`config.mk`:
```
export PLATFORM = sky130hd
export DESIGN_NAME = mult_div_unit
export DESIGN_NICKNAME = d
export VERILOG_FILES = /design/src/rtl/mult_div_unit.sv
export SDC_FILE = /design/constraint.sdc
export NUM_CORES = 1
export LEC_CHECK = 0
export ABC_AREA = 1
export CAP_MARGIN = 20
export CELL_PAD_IN_SITES_DETAIL_PLACEMENT = 0
export CELL_PAD_IN_SITES_GLOBAL_PLACEMENT = 1
export CORE_UTILIZATION = 47
export DETAILED_ROUTE_END_ITERATION = 10
export HOLD_SLACK_MARGIN = 0.02
export MAX_ROUTING_LAYER = met4
export PLACE_DENSITY_LB_ADDON = 0.1
export SLEW_MARGIN = 15
export SYNTH_ARGS = -nofsm -noshare
export SYNTH_HDL_FRONTEND = slang
export SYNTH_SLANG_ARGS = --single-unit
```
`constraint.sdc`:
```
create_clock -name clk -period 3.1 [get_ports clk]
set_input_delay 0.62 -clock clk [delete_from_list [all_inputs] [get_ports clk]]
set_output_delay 0.62 -clock clk [all_outputs]
set_load 0.005 [all_outputs]
```
`src/rtl/mult_div_unit.sv`:
```
// Iterative unsigned multiply/divide unit for the execute stage.
// Shift-add multiply and restoring divide share one control path; one iteration per cycle.
module mult_div_unit #(
    parameter int WIDTH = 16,
    parameter int CNT_W = 5
) (
    input  logic             clk,
    input  logic             reset_n,
    input  logic             start,
    input  logic [1:0]       op,
    input  logic [WIDTH-1:0] a,
    input  logic [WIDTH-1:0] b,
    output logic             busy,
    output logic             stall,
    output logic             done,
    output logic [WIDTH-1:0] f
);

    typedef enum logic [1:0] {
        IDLE = 2'd0,
        BUSY = 2'd1,
        DONE = 2'd2
    } state_t;

    state_t               state_r;
    state_t               state_s;
    logic [CNT_W-1:0]     cnt_r;
    logic [1:0]           op_r;
    logic [WIDTH-1:0]     mcand_r;
    logic [WIDTH-1:0]     div_r;
    logic [2*WIDTH-1:0]   prod_r;
    logic [WIDTH-1:0]     rem_r;
    logic [WIDTH-1:0]     quo_r;
    logic [WIDTH-1:0]     f_r;

    logic                 accept_s;
    logic                 last_s;
    logic [WIDTH:0]       add_s;
    logic [2*WIDTH-1:0]   prod_next_s;
    logic [WIDTH:0]       rem_sh_s;
    logic [WIDTH+1:0]     diff_s;
    logic [WIDTH-1:0]     rem_next_s;
    logic [WIDTH-1:0]     quo_next_s;
    logic [WIDTH-1:0]     result_s;

    // Next-state decode and new-operation acceptance
    always_comb begin
        state_s  = state_r;
        accept_s = 1'b0;
        last_s   = (cnt_r == CNT_W'(WIDTH - 1));
        case (state_r)
            IDLE: begin
                if (start) begin
                    accept_s = 1'b1;
                    state_s  = BUSY;
                end else begin
                    state_s  = IDLE;
                end
            end
            BUSY: begin
                if (last_s) begin
                    state_s = DONE;
                end else begin
                    state_s = BUSY;
                end
            end
            DONE: begin
                if (start) begin
                    accept_s = 1'b1;
                    state_s  = BUSY;
                end else begin
                    state_s  = IDLE;
                end
            end
            default: begin
                state_s = IDLE;
            end
        endcase
    end

    // One multiply and one divide iteration computed side by side every cycle
    always_comb begin
        add_s = {1'b0, prod_r[2*WIDTH-1:WIDTH]} + {1'b0, mcand_r};
        if (prod_r[0]) begin
            prod_next_s = {add_s, prod_r[WIDTH-1:1]};
        end else begin
            prod_next_s = {1'b0, prod_r[2*WIDTH-1:1]};
        end
        // Extra borrow bit: the shifted remainder can exceed WIDTH bits
        rem_sh_s = {rem_r, quo_r[WIDTH-1]};
        diff_s   = {1'b0, rem_sh_s} - {2'b00, div_r};
        if (diff_s[WIDTH+1]) begin
            rem_next_s = rem_sh_s[WIDTH-1:0];
            quo_next_s = {quo_r[WIDTH-2:0], 1'b0};
        end else begin
            rem_next_s = diff_s[WIDTH-1:0];
            quo_next_s = {quo_r[WIDTH-2:0], 1'b1};
        end
        case (op_r)
            2'b00:   result_s = prod_next_s[WIDTH-1:0];
            2'b01:   result_s = prod_next_s[2*WIDTH-1:WIDTH];
            2'b10:   result_s = quo_next_s;
            default: result_s = rem_next_s;
        endcase
    end

    // State, operand and iteration registers
    always_ff @(posedge clk or negedge reset_n) begin
        if (!reset_n) begin
            state_r <= IDLE;
            cnt_r   <= {CNT_W{1'b0}};
            op_r    <= 2'b00;
            mcand_r <= {WIDTH{1'b0}};
            div_r   <= {WIDTH{1'b0}};
            prod_r  <= {(2*WIDTH){1'b0}};
            rem_r   <= {WIDTH{1'b0}};
            quo_r   <= {WIDTH{1'b0}};
            f_r     <= {WIDTH{1'b0}};
        end else begin
            state_r <= state_s;
            if (accept_s) begin
                cnt_r   <= {CNT_W{1'b0}};
                op_r    <= op;
                mcand_r <= a;
                div_r   <= b;
                prod_r  <= {{WIDTH{1'b0}}, b};
                rem_r   <= {WIDTH{1'b0}};
                quo_r   <= a;
            end else if (state_r == BUSY) begin
                cnt_r  <= cnt_r + CNT_W'(1);
                prod_r <= prod_next_s;
                rem_r  <= rem_next_s;
                quo_r  <= quo_next_s;
                if (last_s) begin
                    f_r <= result_s;
                end else begin
                    f_r <= f_r;
                end
            end else begin
                cnt_r <= cnt_r;
            end
        end
    end

    assign busy  = (state_r == BUSY);
    assign done  = (state_r == DONE);
    assign stall = busy | (start & ~busy);
    assign f     = f_r;

endmodule
```
## Word level (Yosys, flattened, before mapping)

Cells that the tools add are included.

| cells by class | value |
|---|---|
| reductions and logical operators | 5 |
| $add $sub $neg | 3 |
| bitwise gates (word level) | 4 |
| multiplexer cells | 17 |
| equality and inequality tests | 5 |

Operator list:

| cell | number |
|---|---|
| 2-to-1 mux 32 bit | 3 |
| 2-to-1 mux 16 bit | 5 |
| case mux 16 bit (3 select lines) | 1 |
| subtractor 17 x 16 -> 18 bit | 1 |
| adder 16 x 16 -> 17 bit | 1 |
| 2-to-1 mux 5 bit | 2 |
| adder 5 x 1 -> 5 bit, second input constant | 1 |
| == test 5 x 4 -> 1 bit, second input constant | 1 |
| == test 2 x 1 -> 1 bit, second input constant | 2 |
| == test 2 bit, second input constant | 2 |
| zero test 2 bit | 2 |
| 2-to-1 mux 1 bit | 4 |
| case mux 2 bit (2 select lines) | 1 |
| AND reduction 3 bit | 1 |
| 2-to-1 mux 2 bit | 1 |
| NOT 1 bit | 2 |
| nonzero test 2 bit | 1 |
| OR reduction 2 bit | 1 |
| bitwise AND 1 bit | 1 |
| OR 1 bit | 1 |

| word-level totals | value |
|---|---|
| input port bits | 37 |
| output and inout port bits | 19 |
| logic and storage cells | 43 |
| register bits | 121 |

## Longest topological paths before layout

| depth | value |
|---|---|
| depth in word-level cells | 5 |
| depth in mapped cells | 17 |
| depth with buffers taken out | 15 |

## Least setup slack after synthesis

Ideal clock, no wire load.

| timing path | value |
|---|---|
| path kind | register to register |
| from | register rem_r[11] |
| to | register f_r[0] (netlist: f[0]) |
| required time | 2,983 ps |
| library setup time | 117 ps |
| period minus slack after synthesis | 1,892 ps |
| stages on the path, launching flop included | 11 |
| data arrival time | 1,775 ps |
| slack | 1,208 ps |
| cell sequence | dfrtp_1 -> ha_1 -> a21oi_1 -> a21oi_1 -> nor2_1 -> nand3_4 -> buf_6 -> o21ai_1 -> nand2_1 -> nand3_1 -> nand2_1 |

| between the ends | value |
|---|---|
| longest elaborated chain between the ends | 3 |
| elaborated cells between the ends (all ways) | 4 |
| classes of those cells | add/sub: 1; mux: 3 |

Ends and longest elaborated chain:

| element | line | text |
|---|---|---|
| start: declaration | 32 | `logic [WIDTH-1:0] rem_r;` |
| start signal: assignment | 116 | `rem_r <= {WIDTH{1'b0}};` |
| start signal: assignment | 127 | `rem_r <= {WIDTH{1'b0}};` |
| start signal: assignment | 132 | `rem_r <= rem_next_s;` |
| subtractor 17 x 16 -> 18 bit * | 91 | `diff_s = {1'b0, rem_sh_s} - {2'b00, div_r};` |
| 2-to-1 mux 16 bit or 2-to-1 mux 1 bit (tied branches) | 92 | `if (diff_s[WIDTH+1]) begin` |
| case mux 16 bit (3 select lines) * | 99 | `case (op_r)` |
| end signal: assignment | 118 | `f_r <= {WIDTH{1'b0}};` |
| end signal: assignment | 135 | `f_r <= result_s;` |
| end signal: assignment | 137 | `f_r <= f_r;` |
| end: declaration | 34 | `logic [WIDTH-1:0] f_r;` |

Mark *: on every way between the ends. The rest lies on a longest branch, timed or not.
A chain may end at the register's enable or synchronous reset.

## Worst setup path after layout

| timing path | value |
|---|---|
| from | register state_r[0] |
| to | output busy |

| between the ends | value |
|---|---|
| longest elaborated chain between the ends | 1 |

Ends and longest elaborated chain:

| element | line | text |
|---|---|---|
| start: declaration | 25 | `state_t state_r;` |
| start signal: assignment | 120 | `state_r <= state_s;` |
| == test 2 x 1 -> 1 bit | 145 | `assign busy = (state_r == BUSY);` |
| end: declaration | 13 | `output logic busy,` |

Every way passes these cells.

==> impl_metrics.ini <==
[cells_and_area]
fin_nets = 1127
seqCellArea_sq_um = 3030
fin_area_sq_um = 8740
multi_input_area_sq_um = 3610
n_antenna_cell = 0
drive_above_1_share_pct = 6.47
nFillCells = 1474
area_growth_pct = 18.8

[sta]
grt_setup_unrepaired = no
drv_slew = 0
fin_crit_sh_pct = 85.3
worst_pin_slew_ps = 581
hold_viol_final = 0
max_freq_mhz = 378
skew_ps = 9.69
holdWs_ps = 179
final.setup.worst_slack_ps = 455
relSlewSlack_pct = 61.3
setup_viol = 0
period_needed_ps = 2650
setup_tns_ps = 0

[setup_path]
worstSetupPathType = register to primary output
slowest_delay_ps = 590
cp_max_fo = 34
required_ps = 2480
endpoint_kind = primary output
cp_slowest_cell = clkdlybuf4s50_1
cp.arrival_ps = 2030
crit_chain = inv_1 > nor2_2 > buf_4 > clkdlybuf4s50_1
crit_path_start_kind = register

[power_and_ir_drop]
max-vdd-ir-drop_v = 0.000721
p_leak_nw = 4.51
power_density_nw_per_um2 = 1390

[placement]
portBuffers = 55
gp_congestion = 0.916
dp_hpwl_mm = 15.3
dpl_worst_slack_ps = 733
place_area_sq_um = 8120

[route]
drtAntennaViolNets = 0
dr.pass1.iters = 5
via_count = 6694
routed_wl_mm = 20.8
wl_per_cell_um = 16.3
drt_iter0_drc = 462
avgViaCountPerCell = 5.24
route.detailed.drc = 0

[grt]
grt_pass1_wl_mm = 34.4
grt_pass1_vias = 6569
grt-ovfl-total = 0
grt_util_all_layers_pct = 28.7
antenna_found_initial = 0
grt_max_degree = 53

[clock_tree]
insertion_delay_ps = 430
cts_tree = yes
cts.clk_slew.worst_paths_ps = 60
clock_sinks = 121
cts-htree-levels = 4
numCtsBuffers = 17
cts_resized = 0
cts_hold_buf = 0
post_cts_buffers = 0
cts_root_buf = clkbuf_16
clockBufferDepth = 2

[die]
die-area_sq_um = 16200
die_h_um = 127
core-area_sq_um = 15300
ios = 56
initial_core_util_pct = 48.2
core.rowCount = 45
die_x_um = 127

[worst_hold_path]
hold_class = input pin to async pin

[yosys]
synth_top_area_share_pct = 41.2
yosys_register_bits = 121
synth_edf_count = 0
ys_types = 39
synthCells = 1004
ys_seq_area_share_pct = 41.2
synth_top_area_cell = dfrtp_1
yosysMostFrequentCell = nand2_1
ys_async_sr_fraction_pct = 100
syn_area_sq_um = 7360
synth_nets = 1077
syn_avg_cell_area_sq_um = 7.33
synth_area_leaders = dfrtp_1, nand2_1, inv_1
yosysWarningCount = 0
synth_commonest_cells = nand2_1, inv_1, dfrtp_1
synthFlopType = dfrtp_1

[job]
cap_violations = 0

[run_status]
status = complete, no violations
[kinds of logic (layout without fill, tap and decap cells)]
| family | count (synthesis) | in the layout | share of synthesized area, % |
|---|---|---|---|
| flip-flops | 121 | 121 | 41.2 |
| XOR/XNOR | 11 | 11 | 1.31 |
| AND/OR/NAND/NOR | 495 | 495 | 28.2 |
| adder cells (fa/ha/maj) | 36 | 36 | 6.33 |
| AO/OA/AOI/OAI | 156 | 156 | 13.1 |
| buffers and inverters | 185 | 248 | 9.90 |
[metrics by stage]
step	std cells	util [%]	total power, mW
CTS	1278	57.3	12.1
finish	1278	57.3	12.1
floorplan	1004	-	8.10
detailed placement	1246	53.2	9.98
global placement	1246	53.2	9.92
global route	1278	57.3	13.3
[area by class of cell]
class | instances | share of cell area, %
Inverter | 149 | 6.43
Multi-Input combinational cell | 698 | 41.3
Timing Repair Buffer | 67 | 7.45
Clock buffer | 19 | 5.18
Sequential cell | 121 | 34.7
Clock inverter | 13 | 1.95
Tap cell | 211 | 3.02
[layout by cell type (no fill, tap or decap), types with 3 or more instances in the layout]
master and count:
nand2_1 335, inv_1 144, dfrtp_1 121, nand3_1 92, clkdlybuf4s50_1 54, a21oi_1 48, o21ai_0 46, nor2_1 36
ha_1 34, o221ai_1 30, clkbuf_16 17, buf_4 12, nand4_1 9, a22o_1 7, xor2_1 7, o22ai_1 6
nand2_2 6, o21ai_1 5, clkinv_4 5, inv_2 4, xnor2_1 4, or2_2 4, nor2_2 3, nor2_4 3
o211ai_1 3, o21bai_1 3, bufinv_16 3, clkinvlp_4 3
[worst paths after layout]
kind                                       from                    to  slack (ps)  cells after the start
max                        state_r[0]$_DFF_PN0_                  busy         450                      4
max reg2reg                rem_r[7]$_DFFE_PN0P_      f[1]$_DFFE_PN0P_         710                     11
min                                     reset_n  cnt_r[2]$_DFFE_PN0P_         180                      1
min reg2reg                    f[3]$_DFFE_PN0P_      f[3]$_DFFE_PN0P_         480                      2
min in group clk               f[3]$_DFFE_PN0P_      f[3]$_DFFE_PN0P_         480                      2
max in group asynchronous               reset_n      f[7]$_DFFE_PN0P_        2090                      2
[worst max-delay path: cells and delay by family (launching register included)]
family / cells / cell delay, ps
buf+inv: 3 / 1080
simple gates: 1 / 110
flops: 1 / 400
[power breakdown]
group / leakage [nW] / internal, mW / switching (mW)
Combinational: 2.75 / 2.61 / 4.53
Clock: 0.296 / 1.31 / 0.785
Sequential: 1.46 / 2.41 / 0.489
[routing by layer]
metal  track usage [%]  part of all wire [%]  vias up
met5                 -                     0        -
met4              7.91                   1.2        0
met3              4.44                   3.8       24
met2              44.7                    47      147
met1              39.1                    49     3169
li1                  -                     -     3354
[registers in the layout, summed over array words and instances, names as in the netlist, 5 cells and up]
signal and cells:
prod_r 32, div_r 16, f 16, mcand_r 16, quo_r 16, rem_r 16
cnt_r 5
Note: power is estimated with default switching activity, not from simulation.
